**config.mk**
```make
export PLATFORM = sky130hd
export DESIGN_NAME = ifetch_rv32i_flat
export DESIGN_NICKNAME = d
export VERILOG_FILES = /design/src/rtl/rv32i_pkg.sv /design/src/rtl/ifetch_rv32i_if.sv /design/src/rtl/ifetch_fifo.sv /design/src/rtl/ifetch_rv32i.sv /design/src/flat_wrapper.sv
export SDC_FILE = /design/constraint.sdc
export NUM_CORES = 1
export LEC_CHECK = 0
export ABC_AREA = 1
export BUFFER_PORTS_ARGS = -buffer_cell sky130_fd_sc_hd__clkbuf_2
export CORE_ASPECT_RATIO = 0.5
export CORE_UTILIZATION = 30
export DETAILED_ROUTE_END_ITERATION = 10
export PLACE_DENSITY = 0.45
export SYNTH_ARGS = -nofsm -noshare
export SYNTH_HDL_FRONTEND = slang
export SYNTH_SLANG_ARGS = --single-unit
```
**constraint.sdc**
```tcl
create_clock -name clk -period 4.94 [get_ports clk]
set_clock_uncertainty 0.1 [all_clocks]
set_input_delay 0.494 -clock clk [delete_from_list [all_inputs] [get_ports clk]]
set_output_delay 0.494 -clock clk [all_outputs]
set_load 0.02 [all_outputs]
```
**src/rtl/rv32i_pkg.sv**
```systemverilog
// rv32i_pkg: shared RV32I constants and the {pc, instr} entry passed from fetch to decode
package rv32i_pkg;
  localparam int XLEN = 32;
  localparam int INSTR_BYTES = 4;
  localparam logic [XLEN-1:0] RESET_PC_DEFAULT = 32'h0000_0000;
  typedef struct packed {
    logic [XLEN-1:0] pc;
    logic [XLEN-1:0] instr;
  } fetch_entry_t;
endpackage

```
**src/rtl/ifetch_rv32i_if.sv**
```systemverilog
// ifetch_rv32i_if: imem request/response channel plus the decode-side output channel
interface ifetch_rv32i_if;
  logic req_valid;
  logic req_ready;
  logic [rv32i_pkg::XLEN-1:0] req_addr;
  logic rsp_valid;
  logic [rv32i_pkg::XLEN-1:0] rsp_data;
  logic out_valid;
  logic out_ready;
  logic [rv32i_pkg::XLEN-1:0] out_pc;
  logic [rv32i_pkg::XLEN-1:0] out_instr;
  modport master (
    output req_valid, req_addr, out_valid, out_pc, out_instr,
    input  req_ready, rsp_valid, rsp_data, out_ready
  );
  modport slave (
    input  req_valid, req_addr, out_valid, out_pc, out_instr,
    output req_ready, rsp_valid, rsp_data, out_ready
  );
endinterface

```
**src/rtl/ifetch_fifo.sv**
```systemverilog
// ifetch_fifo: sync FIFO with flush, simultaneous push/pop and count; head read from registered storage
module ifetch_fifo
  import rv32i_pkg::*;
#(
  parameter int DEPTH = 4,
  parameter int CW = $clog2(DEPTH) + 1
) (
  input  logic clk,
  input  logic rst,
  input  logic flush_i,
  input  logic push_i,
  input  fetch_entry_t push_data_i,
  input  logic pop_i,
  output fetch_entry_t head_o,
  output logic [CW-1:0] count_o
);
  localparam int AW = $clog2(DEPTH);
  fetch_entry_t mem_q [DEPTH];
  logic [AW-1:0] wr_q, rd_q;
  logic [CW-1:0] cnt_q;
  logic do_pop;
  assign do_pop = pop_i && cnt_q != '0;
  always_ff @(posedge clk) begin
    if (rst || flush_i) begin
      wr_q <= '0;
      rd_q <= '0;
      cnt_q <= '0;
    end else begin
      if (push_i) begin
        mem_q[wr_q] <= push_data_i;
        wr_q <= wr_q + 1'b1;
      end
      if (do_pop) rd_q <= rd_q + 1'b1;
      cnt_q <= cnt_q + CW'(push_i) - CW'(do_pop);
    end
  end
  assign head_o = mem_q[rd_q];
  assign count_o = cnt_q;
endmodule

```
**src/rtl/ifetch_rv32i.sv**
```systemverilog
// ifetch_rv32i: RV32I fetch unit issuing in-order imem requests under a credit limit,
// pairing responses with PCs into a decode FIFO and flushing stale fetches on redirect
module ifetch_rv32i
  import rv32i_pkg::*;
#(
  parameter logic [XLEN-1:0] RESET_PC = RESET_PC_DEFAULT,
  parameter int FIFO_DEPTH = 4,
  parameter int MAX_OUTSTANDING = 2
) (
  input  logic clk,
  input  logic reset,
  input  logic redirect_valid,
  input  logic [XLEN-1:0] redirect_pc,
  output logic misalign_err,
  ifetch_rv32i_if.master bus
);
  localparam int CW = $clog2(FIFO_DEPTH) + 1;
  localparam logic [XLEN-1:0] STEP = XLEN'(INSTR_BYTES);
  localparam logic [CW:0] DEPTH_W = (CW+1)'(FIFO_DEPTH);
  localparam logic [CW-1:0] MAX_W = CW'(MAX_OUTSTANDING);
  logic [XLEN-1:0] fetch_pc_q, fetch_pc_d, rsp_pc_q, rsp_pc_d, target;
  logic [CW-1:0] inflight_q, inflight_d, discard_q, discard_d, count;
  logic [CW:0] credit;
  logic misalign_q, misalign_d, accept, drop, push, pop;
  fetch_entry_t head, push_data;
  assign target = {redirect_pc[XLEN-1:2], 2'b00};
  // Every non-stale request reserves a FIFO slot, so responses never need backpressure
  assign credit = {1'b0, count} + {1'b0, inflight_q} - {1'b0, discard_q};
  assign bus.req_valid = !reset && !redirect_valid && inflight_q < MAX_W && credit < DEPTH_W;
  assign bus.req_addr = fetch_pc_q;
  assign accept = bus.req_valid && bus.req_ready;
  assign drop = discard_q != '0;
  assign push = bus.rsp_valid && !drop && !redirect_valid;
  assign pop = bus.out_valid && bus.out_ready;
  assign push_data = {rsp_pc_q, bus.rsp_data};
  always_comb begin
    fetch_pc_d = redirect_valid ? target : accept ? fetch_pc_q + STEP : fetch_pc_q;
    rsp_pc_d = redirect_valid ? target : push ? rsp_pc_q + STEP : rsp_pc_q;
    inflight_d = inflight_q + CW'(accept) - CW'(bus.rsp_valid);
    discard_d = redirect_valid ? inflight_q - CW'(bus.rsp_valid)
              : (bus.rsp_valid && drop) ? discard_q - 1'b1 : discard_q;
    misalign_d = misalign_q || (redirect_valid && redirect_pc[1:0] != 2'b00);
  end
  always_ff @(posedge clk) begin
    if (reset) begin
      fetch_pc_q <= RESET_PC;
      rsp_pc_q <= RESET_PC;
      inflight_q <= '0;
      discard_q <= '0;
      misalign_q <= 1'b0;
    end else begin
      fetch_pc_q <= fetch_pc_d;
      rsp_pc_q <= rsp_pc_d;
      inflight_q <= inflight_d;
      discard_q <= discard_d;
      misalign_q <= misalign_d;
    end
  end
  ifetch_fifo #(.DEPTH(FIFO_DEPTH), .CW(CW)) u_fifo (
    .clk(clk),
    .rst(reset),
    .flush_i(redirect_valid),
    .push_i(push),
    .push_data_i(push_data),
    .pop_i(pop),
    .head_o(head),
    .count_o(count)
  );
  assign bus.out_valid = count != '0;
  assign bus.out_pc = head.pc;
  assign bus.out_instr = head.instr;
  assign misalign_err = misalign_q;
endmodule

```
**src/flat_wrapper.sv**
```systemverilog
// flat-port wrapper written by rule: the top's interface ports become plain ports
module ifetch_rv32i_flat import rv32i_pkg::*;
#(
  parameter logic [XLEN-1:0] RESET_PC = RESET_PC_DEFAULT,
  parameter int FIFO_DEPTH = 4,
  parameter int MAX_OUTSTANDING = 2
)
  (clk, reset, redirect_valid, redirect_pc, misalign_err, bus_req_valid, bus_req_addr, bus_out_valid, bus_out_pc, bus_out_instr, bus_req_ready, bus_rsp_valid, bus_rsp_data, bus_out_ready);
  ifetch_rv32i_if bus_i ();
  input  logic clk;
  input  logic reset;
  input  logic redirect_valid;
  input  logic [XLEN-1:0] redirect_pc;
  output logic misalign_err;
  output wire logic [$bits(bus_i.req_valid)-1:0] bus_req_valid;
  output wire logic [$bits(bus_i.req_addr)-1:0] bus_req_addr;
  output wire logic [$bits(bus_i.out_valid)-1:0] bus_out_valid;
  output wire logic [$bits(bus_i.out_pc)-1:0] bus_out_pc;
  output wire logic [$bits(bus_i.out_instr)-1:0] bus_out_instr;
  input wire logic [$bits(bus_i.req_ready)-1:0] bus_req_ready;
  input wire logic [$bits(bus_i.rsp_valid)-1:0] bus_rsp_valid;
  input wire logic [$bits(bus_i.rsp_data)-1:0] bus_rsp_data;
  input wire logic [$bits(bus_i.out_ready)-1:0] bus_out_ready;
  assign bus_req_valid = bus_i.req_valid;
  assign bus_req_addr = bus_i.req_addr;
  assign bus_out_valid = bus_i.out_valid;
  assign bus_out_pc = bus_i.out_pc;
  assign bus_out_instr = bus_i.out_instr;
  assign bus_i.req_ready = bus_req_ready;
  assign bus_i.rsp_valid = bus_rsp_valid;
  assign bus_i.rsp_data = bus_rsp_data;
  assign bus_i.out_ready = bus_out_ready;
  ifetch_rv32i #(.RESET_PC(RESET_PC), .FIFO_DEPTH(FIFO_DEPTH), .MAX_OUTSTANDING(MAX_OUTSTANDING)) u_core (.clk(clk), .reset(reset), .redirect_valid(redirect_valid), .redirect_pc(redirect_pc), .misalign_err(misalign_err), .bus(bus_i));
endmodule
```
==> results of run 1 <==
==> flip-flops by register name, indices dropped and copies added, names as in the netlist, named ones only <==
register and flops:
u_core.bus.req_addr 30, u_core.inflight_q 3, u_core.rsp_pc_q 30, u_core.u_fifo.rd_q 2, u_core.u_fifo.count_o 3, u_core.u_fifo.wr_q 2, u_core.discard_q 3, u_core.misalign_err 1
u_core.u_fifo.mem_q 248
==> layout make-up <==
class | instances | area (um2)
multi-input cells | 968 | 4880
well taps | 638 | 798
flip-flops and latches | 324 | 8970
clock buffers | 41 | 898
diodes | 1 | 2.50
fillers | 4783 | 30200
repair buffers | 178 | 988
clock inverters | 21 | 173
inverters | 98 | 369
==> worst min-delay path by stage <==
stage,endpoint,depth (start not counted)
2_1_floorplan,flop,2
3_3_place_gp,u_core.misalign_err,2
3_5_place_dp,u_core.misalign_err,2
4_1_cts,u_core.u_fifo.mem_q[2][4],1
5_1_grt,u_core.u_fifo.mem_q[3][26],1
6_report,u_core.u_fifo.mem_q[3][4],1
==> power by group through the flow <==
stage	registers, uW	clock network [uW]	logic [uW]
after floorplan	3170	0	433
after global placement	3180	0	661
after detailed placement	3180	0	663
after CTS	3120	2560	666
after global routing	3130	2670	738
final	3120	2490	656
==> placed cells by master, fill, tap and decap left out, types with 5 or more instances in the layout <==
master     synthesis  routed
nor3_1             8       8
nand2_2            7       7
a21oi_1           29      29
nand2_1          254     254
clkbuf_16          0      35
buf_4              6       9
ha_1              18      18
clkbuf_2           0     164
clkinv_2           0      10
nand4_1            7       7
nand3_2            6       6
nand3b_1          11      11
clkbuf_1          42       6
inv_2              6       7
xor2_1            20      20
dfxtp_1           76      74
nor2_4            17      21
clkinv_1           1       8
edfxtp_1         248     248
nand3_1           66      66
a31oi_1            9       9
o22ai_1           64      64
nor2_1           251     247
o21ai_1            9       9
inv_1             91      89
buf_12             0       5
o21ai_0          159     159
==> routing by layer <==
metal	up-vias	global-route usage	wire length, um	share of wire
met5	-	0	0	0
met4	0	0.0339	577	0.015
met3	41	0.0252	1200	0.030
met2	137	0.270	18900	0.48
met1	5061	0.211	18800	0.48
li1	5298	-	-	-
==> metrics by stage <==
step / instance area (um2) / total power, uW / setup WS, ns
floorplan: 14500 / 3600 / 0.572
global placement: 16000 / 3840 / 1.68
detailed placement: 16000 / 3840 / 1.66
CTS: 17100 / 6350 / 1.17
global route: 17100 / 6540 / 0.977
finish: 17100 / 6260 / 1.31
==> kinds of logic after synthesis <==
group / count (synthesis) / synth area share
adder cells (fa/ha/maj): 22 / 0.0210
flip-flops: 324 / 0.618
buffers and inverters: 169 / 0.0482
other: 1 / 0.000258
AO/OA/AOI/OAI: 279 / 0.104
AND/OR/NAND/NOR: 640 / 0.194
XOR/XNOR: 23 / 0.0139
==> impl_metrics.tcl, run 1 <==
set metrics [dict create \
    design.core.area_um2 47300 \
    yosysMostFrequentCell "nand2_1" \
    fin_crit_ns 3.63 \
    cts_made_buffers 34 \
    ys_ff_latch 324 \
    worstPathArrival_ns 3.03 \
    cp.depth 5 \
    tritoncts "yes" \
    viasPerCell 4.64 \
    syn_area_um2 14500 \
    r2r-end "u_core.inflight_q[2]" \
    ys_warn_count 0 \
    die_area_um2 49300 \
    regToRegSetupSlack_ns 1.68 \
    portBuffers 164 \
    tightest_slew_ns 1.07 \
    r2r-start "u_core.u_fifo.count_o[1]" \
    ctsHoldBuffers 0 \
    critical-path-max-stage-delay_ns 0.82 \
    slowest_stage "clkinv_2" \
    synth_area_leaders "edfxtp_1 (51%), dfxtp_1 (10%), nand2_1 (6.6%)" \
    synth_ff_type "edfxtp_1" \
    io_pins 169 \
    h-tree-depth 2 \
    vdd_ir_drop_max_v 0.000185 \
    grt_start_max_net_pins 79 \
    crit_end "bus_out_pc[12]" \
    period_share 0.734 \
    p_int_uw 4650 \
    fin_nets 1696 \
    crit_required_ns 4.35 \
    synth_seq_area_share 0.618 \
    clkTransAtPathRegs_ns 0.06 \
    crit_buf_inv 3 \
    die_height_um 158 \
    num_vias 10537 \
    area_growth_pct 17.8 \
    dr.first_iter.drc_count 599 \
    drv_slew 0 \
    synth_cell_types 44 \
    critPathTopFamily "buffers and inverters" \
    postCtsResizedCells 0 \
    grt_pass1_wl_um 59900 \
    hold_ws_ns 0.0864 \
    min_path_type "input pin to flop" \
    clk_latency_ns 0.52 \
    cap_viol_max_count 0 \
    wire_per_inst_um 17.4 \
    gr-total-overflow 0 \
    max_freq_mhz 276 \
    final_cell_count_no_fill 2269 \
    path_max_fanout 63 \
    synth.largest_area_cell "edfxtp_1" \
    async_flop_share 0 \
    postCtsSetupBuffers 0 \
    clkPwrFrac 0.397 \
    crit_type "flop to output pin" \
    grtUsageTotal 0.158 \
    p_sw_frac 0.258 \
    status "finished, final reports clean" \
    switching_power_uw 1610 \
    synth_commonest_cells "nand2_1 (254), nor2_1 (251), edfxtp_1 (248)" \
    p_seq_frac 0.498 \
    slew_headroom 0.289 \
    firstDrtPassIters 5 \
    synth-edff-count 248 \
    start_util 0.307 \
    drc 0 \
    syn_inst 1458 \
    wl_um 39500 \
    clockBufferDepth 3 \
    reg2regPathDepth 17 \
    min_from "bus_rsp_data[4]" \
    hold_viol_final 0 \
    synth.avg_cell_area_um2 9.95 \
    cellLeakagePower_uw 0.00635 \
    utilization 0.361 \
    cp_cell_sequence "clkinv_2 > buf_12 > o21ai_0 > o22ai_1 > clkbuf_2" \
    place_congestion 0.793 \
    grt_pass1_vias 10141 \
    synth_top_area_frac 0.513 \
    clock-root-buffer "clkbuf_16" \
    setup_viol 0 \
    ant_nets 0 \
    place_hpwl_um 24600 \
    die_x_um 313 \
    final.setup.tns_ns 0 \
    pwr_density_cell_nw_per_um2 366 \
    rsz0062_at_grt "no" \
    antenna_found_initial 0 \
    pwr-share-comb 0.105 \
    place_inst 2206 \
    rows 56 \
    startpoint_type "flop" \
    drive_gt1_frac 0.174 \
    endpoint_kind "output pin" \
    clock-sinks 324 \
]
Power figures use the tool's default switching activity.
==> inputs of run 2 (changes only) <==
Settings changed: PLACE_DENSITY 0.45 to 0.46.
Clock period 4.94 ns to 3.25 ns, I/O delays scaled along.
==> run 2 against run 1 <==
- setup slack worse by 1.1 ns
- clock power up 57%
- critical endpoint is now bus_req_valid
- critical path type unchanged
- sequential power up 52%
- final area up 3.7%
- power up 55%
==> impl_metrics.tcl, run 2 (synthesis gave the netlist of run 1 again) <==
set metrics [dict create \
    postCtsResizedCells 0 \
    p_seq_frac 0.487 \
    place_hpwl_um 25900 \
    clkPwrFrac 0.404 \
    layout_common_cells "nand2_1 (254), edfxtp_1 (248), nor2_1 (247), clkbuf_2 (164), o21ai_0 (159)" \
    die_area_um2 49300 \
    die_height_um 158 \
    min_path_type "input pin to flop" \
    finalInstanceArea_um2 17700 \
    design.core.area_um2 47300 \
    crit_required_ns 2.82 \
    slew_headroom 0.574 \
    num_vias 10778 \
    p_int_uw 7280 \
    post_dp_cell_area_um2 16200 \
    r2r-end "u_core.inflight_q[2]" \
    crit_type "flop to output pin" \
    regMostFlops "u_core.u_fifo.mem_q" \
    startpoint_type "flop" \
    slowest_stage "fa_1" \
    cap_viol_max_count 0 \
    clkTransAtPathRegs_ns 0.06 \
    path_max_fanout 3 \
    largest_reg_flops 248 \
    max_freq_mhz 333 \
    clock-root-buffer "clkbuf_16" \
    reg2regPathDepth 16 \
    endpoint_kind "output pin" \
    wl_um 39500 \
    period_share 0.924 \
    cts_made_buffers 34 \
    viasPerCell 4.64 \
    fin_nets 1750 \
    worstPathArrival_ns 2.58 \
    tritoncts "yes" \
    clk_latency_ns 0.52 \
    pwr_density_cell_nw_per_um2 548 \
    layout_commonest_cell "nand2_1" \
    critPathTopFamily "adder cells" \
    num-fill-cells 4822 \
    pwr-share-comb 0.109 \
    grt_pass1_wl_um 60200 \
    hold_ws_ns 0.0442 \
    start_util 0.307 \
    p_sw_frac 0.251 \
    fin_crit_ns 3.00 \
    cp.depth 10 \
    regToRegSetupSlack_ns 0.29 \
    area_growth_pct 22.1 \
    crit_start "u_core.u_fifo.count_o[1]" \
    r2r-start "u_core.u_fifo.count_o[1]" \
    clock-sinks 324 \
    antenna_found_initial 0 \
    clockBufferDepth 3 \
    h-tree-depth 2 \
    gr-total-overflow 0 \
    cellLeakagePower_uw 0.00663 \
    hold_viol_final 0 \
    grt_pass1_vias 10290 \
    setup_viol 0 \
    firstDrtPassIters 5 \
    critical-path-max-stage-delay_ns 0.53 \
    drc 0 \
    rsz0062_at_grt "no" \
    cp_cell_sequence "inv_1 > fa_1 > inv_1 > ha_1 > nand3_1 > nand3b_1 > nand2_1 > nand3_1 > nor2_1 > clkbuf_2" \
    rows 56 \
    switching_power_uw 2430 \
    dr.first_iter.drc_count 621 \
    place_congestion 0.789 \
    io_pins 169 \
    n_antenna_cell 0 \
    die_x_um 313 \
    utilization 0.375 \
    wire_per_inst_um 17.0 \
    tightest_slew_ns 0.638 \
    drive_gt1_frac 0.177 \
    crit_buf_inv 3 \
    grt_start_max_net_pins 125 \
    status "finished, final reports clean" \
    ant_nets 0 \
    vdd_ir_drop_max_v 0.000348 \
    portBuffers 164 \
    grtUsageTotal 0.160 \
    drv_slew 0 \
    crit_end "bus_req_valid" \
]
## run 2: routing by layer
layer  vias to the layer above  routed length, um  part of all wire  global-route usage
li1                       5406                  -                 -                   -
met1                      5169              18200              0.46               0.208
met3                        45               1310             0.033              0.0262
met5                         -                  0                 0                   0
met2                       158              19400              0.49               0.279
met4                         0                567             0.014              0.0353
## run 2: worst register-to-register path, delay by kind of cell, from the launching register on
family                     cells  cell delay, ns
adders and majority gates      4            1.36
buffers and inverters          5            0.29
DFF                            1            0.39
AOI/OAI and AO/OA              1            0.17
and+or+nand+nor                5            0.36
xor gates and xnor gates       1            0.17
## run 2: through the flow
step | TNS (ns) | worst slack (ns) | cells | power [uW]
6_report | 0 | 0.248 | 2322 | 9710
5_1_grt | 0 | 0.0455 | 2322 | 10200
4_1_cts | 0 | 0.188 | 2322 | 9850
3_5_place_dp | 0 | 0.299 | 2223 | 5850
3_3_place_gp | 0 | 0.298 | 2223 | 5850
2_1_floorplan | -235.45 | -0.949 | 1461 | 5470
## run 2: repair_timing
item                                    4_1_cts  5_1_grt
hold endpoints to repair                    132        0
endpoints found under the setup margin        0        0
hold buffers                                 37        0
buffers inserted                              0        0
## run 2: final cells by class
type                       instances  area, um2  area share
inverter                          98        369      0.0208
multi-input combinational        968       4880       0.276
sequential                       324       8970       0.506
clock inverter                    16        148     0.00833
timing repair buffer             232       1590      0.0895
clock buffer                      46        960      0.0542
tap                              638        798      0.0451
## run 2: power by group through the flow
stage	Combinational, uW	Sequential (uW)	Clock, uW
after floorplan	658	4810	0
after global placement	1030	4820	0
after detailed placement	1030	4820	0
after CTS	1070	4730	4040
after global routing	1190	4750	4220
final	1050	4730	3920
## run 2: how the worst min path moves through the flow
stage | depth (start not counted) | end | from | slack, ns
2_1_floorplan | 0 | u_core.u_fifo.mem_q[0][0] | bus_rsp_data[0] | 0.32
5_1_grt | 3 | u_core.rsp_pc_q[9] | redirect_pc[9] | 0.04
3_3_place_gp | 2 | u_core.misalign_err | u_core.misalign_err | 0.34
4_1_cts | 3 | u_core.rsp_pc_q[9] | redirect_pc[9] | 0.008
6_report | 3 | u_core.rsp_pc_q[4] | redirect_pc[4] | 0.04
3_5_place_dp | 2 | u_core.misalign_err | u_core.misalign_err | 0.35
==> inputs of run 3 (changes only) <==
Settings changed: BUFFER_PORTS_ARGS -buffer_cell sky130_fd_sc_hd__clkbuf_2 to -buffer_cell sky130_fd_sc_hd__buf_2.
==> run 3 against run 2 <==
- worst hold slack improved by 0.0041 ns
- first-iteration DRC count up 19%
- sequential cell count stayed put
- largest cell class unchanged
==> impl_metrics.tcl, run 3 (synthesis gave the netlist of run 1 again) <==
set metrics [dict create \
    status "finished, final reports clean" \
    total_power_uw 10100 \
    die_area_um2 49300 \
    n_antenna_cell 0 \
    place_hpwl_um 25400 \
    cap_viol_max_count 0 \
    setup_viol 0 \
    portBuffers 164 \
    gr-total-overflow 0 \
    layout_common_cells "nand2_1 (254), edfxtp_1 (248), nor2_1 (247), buf_2 (164), o21ai_0 (159)" \
    wire_per_inst_um 17.3 \
    endpoint_kind "output pin" \
    cts_made_buffers 35 \
    crit_end "bus_req_valid" \
    fin_nets 1747 \
    drv_slew 0 \
    rsz0062_at_grt "no" \
    clockBufferDepth 3 \
    period_share 0.929 \
    clkTransAtPathRegs_ns 0.06 \
    design.core.area_um2 47300 \
    clock-root-buffer "clkbuf_16" \
    crit_required_ns 2.82 \
    rows 56 \
    firstDrtPassIters 5 \
    ant_nets 0 \
    grt_start_max_net_pins 125 \
    hold_viol_final 0 \
    clock-sinks 324 \
    crit_start "u_core.u_fifo.count_o[1]" \
    drc 0 \
    place_congestion 0.794 \
    antenna_found_initial 0 \
    finalInstanceArea_um2 17800 \
    wl_um 40100 \
    vdd_ir_drop_max_v 0.000332 \
    pwr_density_cell_nw_per_um2 568 \
    r2r-start "u_core.u_fifo.count_o[1]" \
    path_max_fanout 3 \
    grt_pass1_wl_um 61300 \
    h-tree-depth 2 \
    fin_crit_ns 3.02 \
    max_freq_mhz 331 \
    clk_latency_ns 0.52 \
    post_dp_cell_area_um2 16200 \
    crit_type "flop to output pin" \
    slew_headroom 0.596 \
    tritoncts "yes" \
    regToRegSetupSlack_ns 0.25 \
    grt_pass1_vias 10657 \
    final.setup.tns_ns 0 \
    area_growth_pct 22.7 \
    die_x_um 313 \
    startpoint_type "flop" \
    reg2regPathDepth 16 \
    regMostFlops "u_core.u_fifo.mem_q" \
    layout_commonest_cell "nand2_1" \
    dr.first_iter.drc_count 739 \
    worstPathArrival_ns 2.59 \
    min_path_type "input pin to flop" \
    num_vias 10813 \
    largest_reg_flops 248 \
    cellLeakagePower_uw 0.00665 \
    num-fill-cells 4758 \
    tightest_slew_ns 0.606 \
    die_height_um 158 \
    drive_gt1_frac 0.179 \
    start_util 0.307 \
    viasPerCell 4.66 \
    io_pins 169 \
    r2r-end "u_core.inflight_q[2]" \
    grtUsageTotal 0.162 \
    postCtsSetupBuffers 0 \
]
run 3: changes by cell type in the layout (fill, tap and decap cells not counted), sizes merged:
cell	previous run	this run
bufinv	3	7
inv	96	97
clkinvlp	0	1
clkinv	15	12
buf	31	191
clkbuf	210	44
run 3: area by class of cell:
type / count / area, um2 / area share
clock buffer: 44 / 952 / 0.0535
multi-input combinational: 968 / 4880 / 0.274
sequential: 324 / 8970 / 0.504
clock inverter: 19 / 282 / 0.0158
tap: 638 / 798 / 0.0448
inverter: 98 / 369 / 0.0207
timing repair buffer: 228 / 1540 / 0.0867
run 3: worst max-delay path: stages, from the launching register on:
cell and delay, ns:
dfxtp_1 0.40, inv_1 0.10, fa_1 0.54, inv_1 0.04, ha_1 0.30, nand3_1 0.11, nand3b_1 0.08, nand2_1 0.14
nand3_1 0.10, nor2_1 0.09, buf_2 0.17
run 3: metal layers:
layer,global-route usage,vias up,share of wire
li1,-,5408,-
met1,0.208,5206,0.46
met2,0.282,148,0.48
met3,0.0290,51,0.036
met4,0.0420,0,0.018
met5,0,-,0
run 3: stage by stage:
step	cells	utilization	setup slack [ns]	hold WS, ns
3_5_place_dp	2219	0.342	0.259	0.343
6_report	2319	0.376	0.230	0.0483
4_1_cts	2319	0.376	0.199	0.0281
5_1_grt	2319	0.376	0.0289	0.0708
3_3_place_gp	2219	0.342	0.297	0.336
2_1_floorplan	1461	-	-0.949	0.324
run 3: power breakdown:
part | switching (uW) | internal (uW) | total (uW) | leakage (uW)
Combinational | 672 | 381 | 1050 | 0.00317
Clock | 1680 | 2650 | 4320 | 0.000603
Sequential | 152 | 4580 | 4730 | 0.00288
Total | 2500 | 7610 | 10100 | 0.00665
run 3: worst min path at each step:
stage,startpoint,to,cells past startpoint
2_1_floorplan,bus_rsp_data[0],u_core.u_fifo.mem_q[0][0],0
3_3_place_gp,u_core.misalign_err,u_core.misalign_err,2
3_5_place_dp,u_core.misalign_err,u_core.misalign_err,2
4_1_cts,redirect_pc[4],u_core.rsp_pc_q[4],3
5_1_grt,redirect_pc[4],u_core.rsp_pc_q[4],3
6_report,redirect_pc[4],u_core.rsp_pc_q[4],3
run 3: what timing repair did:
item | in CTS | in global routing
hold buffers | 37 | 0
gates resized for setup | 0 | 0
endpoints found under the hold margin | 132 | 0
